File: config.mk
export PLATFORM = sky130hd
export DESIGN_NAME = reset_release_sequencer
export DESIGN_NICKNAME = d
export VERILOG_FILES = /design/src/rtl/reset_release_sequencer.sv
export SDC_FILE = /design/constraint.sdc
export NUM_CORES = 1
export LEC_CHECK = 0
export ABC_AREA = 1
export BUFFER_PORTS_ARGS = -buffer_cell sky130_fd_sc_hd__buf_2
export CAP_MARGIN = 20
export CORE_AREA = 3 3 46 69
export CTS_CLUSTER_SIZE = 20
export DETAILED_ROUTE_END_ITERATION = 16
export DIE_AREA = 0 0 49 72
export PLACE_DENSITY_LB_ADDON = 0.05
export SETUP_SLACK_MARGIN = 0.5
export SYNTH_ARGS = -nofsm -noshare
export SYNTH_HDL_FRONTEND = slang
export SYNTH_SLANG_ARGS = --single-unit
File: constraint.sdc
create_clock -name clock -period 1.51 [get_ports clock]
set_input_delay 0.0755 -clock clock [delete_from_list [all_inputs] [get_ports clock]]
set_output_delay 0.0755 -clock clock [all_outputs]
set_load 0.02 [all_outputs]
File: src/rtl/reset_release_sequencer.sv
// reset_release_sequencer
//   Turns the raw asynchronous system reset into NUM_OUT staggered,
//   clock-synchronous reset releases. Bit 0 is released first.
//   A rising edge on sw_reset_req while running re-runs the HOLD/RELEASE
//   part of the sequence. It does not re-run the synchronizer.
//   Optional feature macro: RESET_RELEASE_SEQUENCER_EVENT_CNT_EN
//   (builds the 16-bit saturating software-reset event counter; otherwise
//   event_count is tied to zero).
module reset_release_sequencer #(
  parameter int NUM_OUT     = 3,
  parameter int SYNC_STAGES = 2,
  parameter int HOLD_CYCLES = 16,
  parameter int STAGE_GAP   = 4
) (
  input  logic               clock,
  input  logic               reset,
  input  logic               sw_reset_req,
  output logic [NUM_OUT-1:0] out_reset,
  output logic               seq_done,
  output logic               sw_reset_ack,
  output logic [15:0]        event_count
);

  // Counter widths, never narrower than one bit.
  localparam int HOLD_W = ($clog2(HOLD_CYCLES + 1) < 1) ? 1 : $clog2(HOLD_CYCLES + 1);
  localparam int GAP_W  = ($clog2(STAGE_GAP + 1) < 1)   ? 1 : $clog2(STAGE_GAP + 1);
  localparam int IDX_W  = ($clog2(NUM_OUT + 1) < 1)     ? 1 : $clog2(NUM_OUT + 1);

  localparam logic [HOLD_W-1:0] HOLD_LAST = HOLD_W'(HOLD_CYCLES - 1);
  localparam logic [GAP_W-1:0]  GAP_LAST  = GAP_W'(STAGE_GAP - 1);
  localparam logic [IDX_W-1:0]  IDX_LAST  = IDX_W'(NUM_OUT - 1);

  typedef enum logic [1:0] {
    ST_SYNC    = 2'd0,
    ST_HOLD    = 2'd1,
    ST_RELEASE = 2'd2,
    ST_RUN     = 2'd3
  } state_t;

  state_t              state_q,      state_d;
  logic [HOLD_W-1:0]   hold_cnt_q,   hold_cnt_d;
  logic [GAP_W-1:0]    gap_cnt_q,    gap_cnt_d;
  logic [IDX_W-1:0]    rel_idx_q,    rel_idx_d;
  logic [NUM_OUT-1:0]  out_reset_q,  out_reset_d;
  logic                seq_done_q,   seq_done_d;
  logic                ack_q,        ack_d;
  logic                sw_pending_q, sw_pending_d;
  logic                req_prev_q;
  logic                sw_edge;

  // ---------------------------------------------------------------------
  // Reset-deassertion synchronizer: each stage is cleared asynchronously
  // and shifts in a constant 1 once reset is low.
  // ---------------------------------------------------------------------
  logic [SYNC_STAGES-1:0] sync_q;

  generate
    for (genvar gi = 0; gi < SYNC_STAGES; gi++) begin : g_sync
      // Stage gi shifts in the previous stage, or 1 for the first stage.
      always_ff @(posedge clock or posedge reset) begin
        if (reset) begin
          sync_q[gi] <= 1'b0;
        end else begin
          sync_q[gi] <= (gi == 0) ? 1'b1 : sync_q[(gi == 0) ? 0 : gi - 1];
        end
      end
    end
  endgenerate

  // The FSM leaves SYNC on the same edge that loads a 1 into the last
  // stage. The feeding stage is therefore watched: SYNC_STAGES edges after
  // reset is released, the last stage and the HOLD entry happen together.
  logic sync_last_loading;
  assign sync_last_loading = sync_q[SYNC_STAGES-2];

  // Rising-edge detect on the software request. The request is assumed
  // synchronous to clock. It is sampled in every state, so a request that
  // is still high when RUN is entered does not retrigger.
  assign sw_edge = sw_reset_req & ~req_prev_q;

  // Edge-detect history register, updated every cycle.
  always_ff @(posedge clock or posedge reset) begin
    if (reset) begin
      req_prev_q <= 1'b0;
    end else begin
      req_prev_q <= sw_reset_req;
    end
  end

  // ---------------------------------------------------------------------
  // Sequencing FSM: next state, counters and registered outputs.
  // ---------------------------------------------------------------------
  // Next-state and output logic; defaults hold every register.
  always_comb begin
    state_d      = state_q;
    hold_cnt_d   = hold_cnt_q;
    gap_cnt_d    = gap_cnt_q;
    rel_idx_d    = rel_idx_q;
    out_reset_d  = out_reset_q;
    seq_done_d   = seq_done_q;
    sw_pending_d = sw_pending_q;
    ack_d        = 1'b0;

    case (state_q)
      ST_SYNC: begin
        out_reset_d = '1;
        seq_done_d  = 1'b0;
        if (sync_last_loading) begin
          state_d    = ST_HOLD;
          hold_cnt_d = '0;
        end
      end

      ST_HOLD: begin
        if (hold_cnt_q == HOLD_LAST) begin
          out_reset_d[0] = 1'b0;
          if (NUM_OUT == 1) begin
            // The single output is released, so the sequence is complete.
            state_d      = ST_RUN;
            seq_done_d   = 1'b1;
            ack_d        = sw_pending_q;
            sw_pending_d = 1'b0;
          end else begin
            state_d   = ST_RELEASE;
            rel_idx_d = IDX_W'(1);
            gap_cnt_d = '0;
          end
        end else begin
          hold_cnt_d = hold_cnt_q + 1'b1;
        end
      end

      ST_RELEASE: begin
        if (gap_cnt_q == GAP_LAST) begin
          gap_cnt_d = '0;
          for (int i = 0; i < NUM_OUT; i++) begin
            if (rel_idx_q == IDX_W'(i)) begin
              out_reset_d[i] = 1'b0;
            end
          end
          if (rel_idx_q == IDX_LAST) begin
            // The last bit is released on this edge; RUN starts now.
            state_d      = ST_RUN;
            seq_done_d   = 1'b1;
            ack_d        = sw_pending_q;
            sw_pending_d = 1'b0;
          end else begin
            rel_idx_d = rel_idx_q + 1'b1;
          end
        end else begin
          gap_cnt_d = gap_cnt_q + 1'b1;
        end
      end

      ST_RUN: begin
        seq_done_d = 1'b1;
        if (sw_edge) begin
          // A software reset re-asserts everything and skips the synchronizer.
          out_reset_d  = '1;
          seq_done_d   = 1'b0;
          sw_pending_d = 1'b1;
          state_d      = ST_HOLD;
          hold_cnt_d   = '0;
        end
      end

      default: begin
        state_d     = ST_SYNC;
        out_reset_d = '1;
        seq_done_d  = 1'b0;
      end
    endcase
  end

  // FSM state, counters and output registers; reset forces the safe state.
  always_ff @(posedge clock or posedge reset) begin
    if (reset) begin
      state_q      <= ST_SYNC;
      hold_cnt_q   <= '0;
      gap_cnt_q    <= '0;
      rel_idx_q    <= '0;
      out_reset_q  <= '1;
      seq_done_q   <= 1'b0;
      ack_q        <= 1'b0;
      sw_pending_q <= 1'b0;
    end else begin
      state_q      <= state_d;
      hold_cnt_q   <= hold_cnt_d;
      gap_cnt_q    <= gap_cnt_d;
      rel_idx_q    <= rel_idx_d;
      out_reset_q  <= out_reset_d;
      seq_done_q   <= seq_done_d;
      ack_q        <= ack_d;
      sw_pending_q <= sw_pending_d;
    end
  end

  assign out_reset    = out_reset_q;
  assign seq_done     = seq_done_q;
  assign sw_reset_ack = ack_q;

  // ---------------------------------------------------------------------
  // Software reset event counter (optional).
  // ---------------------------------------------------------------------
`ifdef RESET_RELEASE_SEQUENCER_EVENT_CNT_EN
  logic [15:0] evt_cnt_q, evt_cnt_d;
  logic        evt_inc;

  // Only requests that are accepted in RUN are counted.
  assign evt_inc   = (state_q == ST_RUN) && sw_edge;
  assign evt_cnt_d = (evt_inc && (evt_cnt_q != 16'hFFFF)) ? evt_cnt_q + 16'd1 : evt_cnt_q;

  // Saturating event counter, cleared only by reset.
  always_ff @(posedge clock or posedge reset) begin
    if (reset) begin
      evt_cnt_q <= 16'h0000;
    end else begin
      evt_cnt_q <= evt_cnt_d;
    end
  end

  assign event_count = evt_cnt_q;
`else
  assign event_count = 16'h0000;
`endif

endmodule

==> flow_summary.ini <==
[floorplanning]
initial_utilization_pct = 48.0
die-area_um2 = 3530
rows = 23
die_h_um = 72
die_w_um = 49
ios = 24
core_area_um2 = 2680

[pwr]
vdd_drop_max_v = 0.00130
power.share.clock_pct = 10.8
power.internal_mw = 2.12
power.density_nw_per_um2 = 2180
combPwrFrac_pct = 66.1
p_leak_nw = 0.900
p_sw_mw = 1.71
power_mw = 3.83
switching_share_pct = 44.6
seqPwrFrac_pct = 23.1

[sta]
finalWorstSetupSlack_ps = -27.3
finalCriticalPeriod_ps = 1540
fmax_ghz = 0.651
fin_worst_skew_ps = 2.82
rsz0062_at_grt = yes
finalSetupViolations = 2
min_period_over_period_pct = 102
slew_violations = 0
finalHoldViolCount = 0

[route]
drtPass1Iterations = 4
wire_per_inst_um = 11.6
vias = 1054
routed_wl_um = 2700
drtAntennaViolNets = 0
drc = 0
vias_per_cell = 4.52
first_iter_violations = 32

[grt]
track_usage_pct = 16.1
grt_max_degree = 21
grt_pass1_wl_um = 4390
overflow = 0
grt_antenna_before_repair = 0
first_global_vias = 1016

[layout]
fin_util_pct = 65.6
layout.nets = 211
fillers = 224
area_growth_syn_to_layout_pct = 36.6
layout_commonest_cell = nand2_1
instances_no_fill = 233
diodes = 0
final_cell_mix = 41 x nand2_1, 19 x buf_4, 17 x inv_1, 17 x conb_1, 16 x dfrtp_1
layout-drive-gt1-share_pct = 40.3
final_area_um2 = 1760

[clock_network]
numCtsBuffers = 3
htreeDepth = 1
clock_latency_ps = 260
clock_sinks = 20
root_buffer = clkbuf_8
ctsLongestPathBuffers = 2
cts_tree = yes
path_clk_slew_ps = 70

[place]
dpl.hpwl_um = 1850
io_buffers = 7
dpl_cell_area_um2 = 1370
dp_slack_ps = -65.8
place_inst = 210
gp_congestion = 0.758

[min_path]
hold_class = in -> reg

[logic_synthesis]
yosysSeqAreaShare_pct = 39.2
synth_cell_types = 24
syn-cell-area_um2 = 1280
synthCells = 163
ys_warn_count = 0
syn_avg_cell_area_um2 = 7.88
ys_seq_elements = 20

[worst_setup_path]
crit_type = reg -> reg
end_kind = register
slowest_delay_ps = 390
worstPathCellList = buf_4, ha_4, buf_4, o21ai_0, nand2_2, nand2_1, nand2_1
cp.required_ps = 1670
cp_max_fo = 6
timing.reg2reg.setup_slack_ps = -30
start_kind = register
cp_slowest_cell = dfrtp_1
arrival_ps = 1700

[run_status]
violations = negative setup slack
status = complete, but fails checks

[flow_run]
drv_cap = 0
cells in the mapped netlist:
master	count	share of area, %
a21oi_1	4	1.6
a21oi_4	1	1.3
buf_4	16	9.3
buf_6	1	0.88
conb_1	2	0.58
dfrtp_1	17	33
dfstp_2	3	6.1
ha_1	11	11
inv_1	24	7.0
inv_2	1	0.29
nand2_1	47	14
nand2_2	2	0.97
nand2_4	1	0.88
nand3_1	9	3.5
nand4_1	1	0.49
nor2_1	7	2.0
nor2_2	1	0.49
nor2_4	1	0.88
nor3_1	1	0.39
nor3b_1	1	0.58
o21ai_0	7	2.7
o21ai_1	2	0.78
or2_0	2	0.97
xor2_1	1	0.68
critical path: cells and delay by family, from the launching register on:
family	cells	cell delay [ps]
buf+inv	2	320
fa+ha+maj	1	190
flops	1	390
simple gates	3	210
compound gates	1	330
state kept, by name, indices dropped and copies added, names as in the netlist:
register           flops
gap_cnt_q              3
hold_cnt_q             5
out_reset              3
rel_idx_q              2
req_prev_q             1
seq_done               1
state_q                2
sw_pending_q           1
sw_reset_ack           1
sync_last_loading      1
metrics by stage:
step | TNS, ps | hold slack [ps]
floorplan | 0 | 37.1
global placement | -42.4 | 113
detailed placement | -296 | 118
CTS | 0 | 238
global route | -996 | 283
finish | -50.0 | 277
layer usage:
layer	track usage, %	wire [um]
met1	16.8	1010
met2	32.4	1610
met3	1.85	41
met5	0	0
met4	5.70	36
power by group through the flow:
stage	Combinational, mW	Sequential (mW)	Clock (mW)
CTS	2.05	0.872	0.421
global route	2.82	0.910	0.442
finish	2.53	0.885	0.413
detailed placement	1.65	0.888	0
floorplan	1.25	0.940	0
global placement	1.64	0.880	0
area by class of cell:
type / instances / area (um2) / share of cell area (%)
clock buffer: 4 / 55.1 / 3.14
inverter: 25 / 101 / 5.77
multi-input combinational: 116 / 788 / 44.9
sequential: 20 / 505 / 28.8
tap: 37 / 46.3 / 2.64
timing repair buffer: 31 / 259 / 14.8
logic make-up (layout without fill, tap and decap cells):
| logic type | count (synthesis) | count (layout) | share of synthesized area, % |
|---|---|---|---|
| AO/OA/AOI/OAI | 14 | 14 | 6.33 |
| AND/OR/NAND/NOR | 73 | 73 | 24.9 |
| adder cells (fa/ha/maj) | 11 | 11 | 10.7 |
| other | 2 | 17 | 0.584 |
| XOR/XNOR | 1 | 1 | 0.682 |
| buffers and inverters | 42 | 60 | 17.5 |
| flip-flops | 20 | 20 | 39.2 |
worst paths after layout:
kind	startpoint	endpoint	cells after the start
hold / removal	sw_reset_req	seq_done	4
hold reg to reg	out_reset[0]	out_reset[0]	2
min in group asynchronous	reset	gap_cnt_q[2]	4
setup / recovery	state_q[1]	rel_idx_q[0]	7
setup reg to reg	state_q[1]	rel_idx_q[0]	7
max in group asynchronous	reset	out_reset[1]	4
what timing repair did:
action,4_1_cts,5_1_grt
endpoints found under the setup margin,21,21
endpoints found under the hold margin,18,0
pin swaps,11,8
hold buffers,2,0
gates cloned,0,0
buffers inserted,8,9
gates resized for setup,24,25
Note: power is estimated with default switching activity, not from simulation.
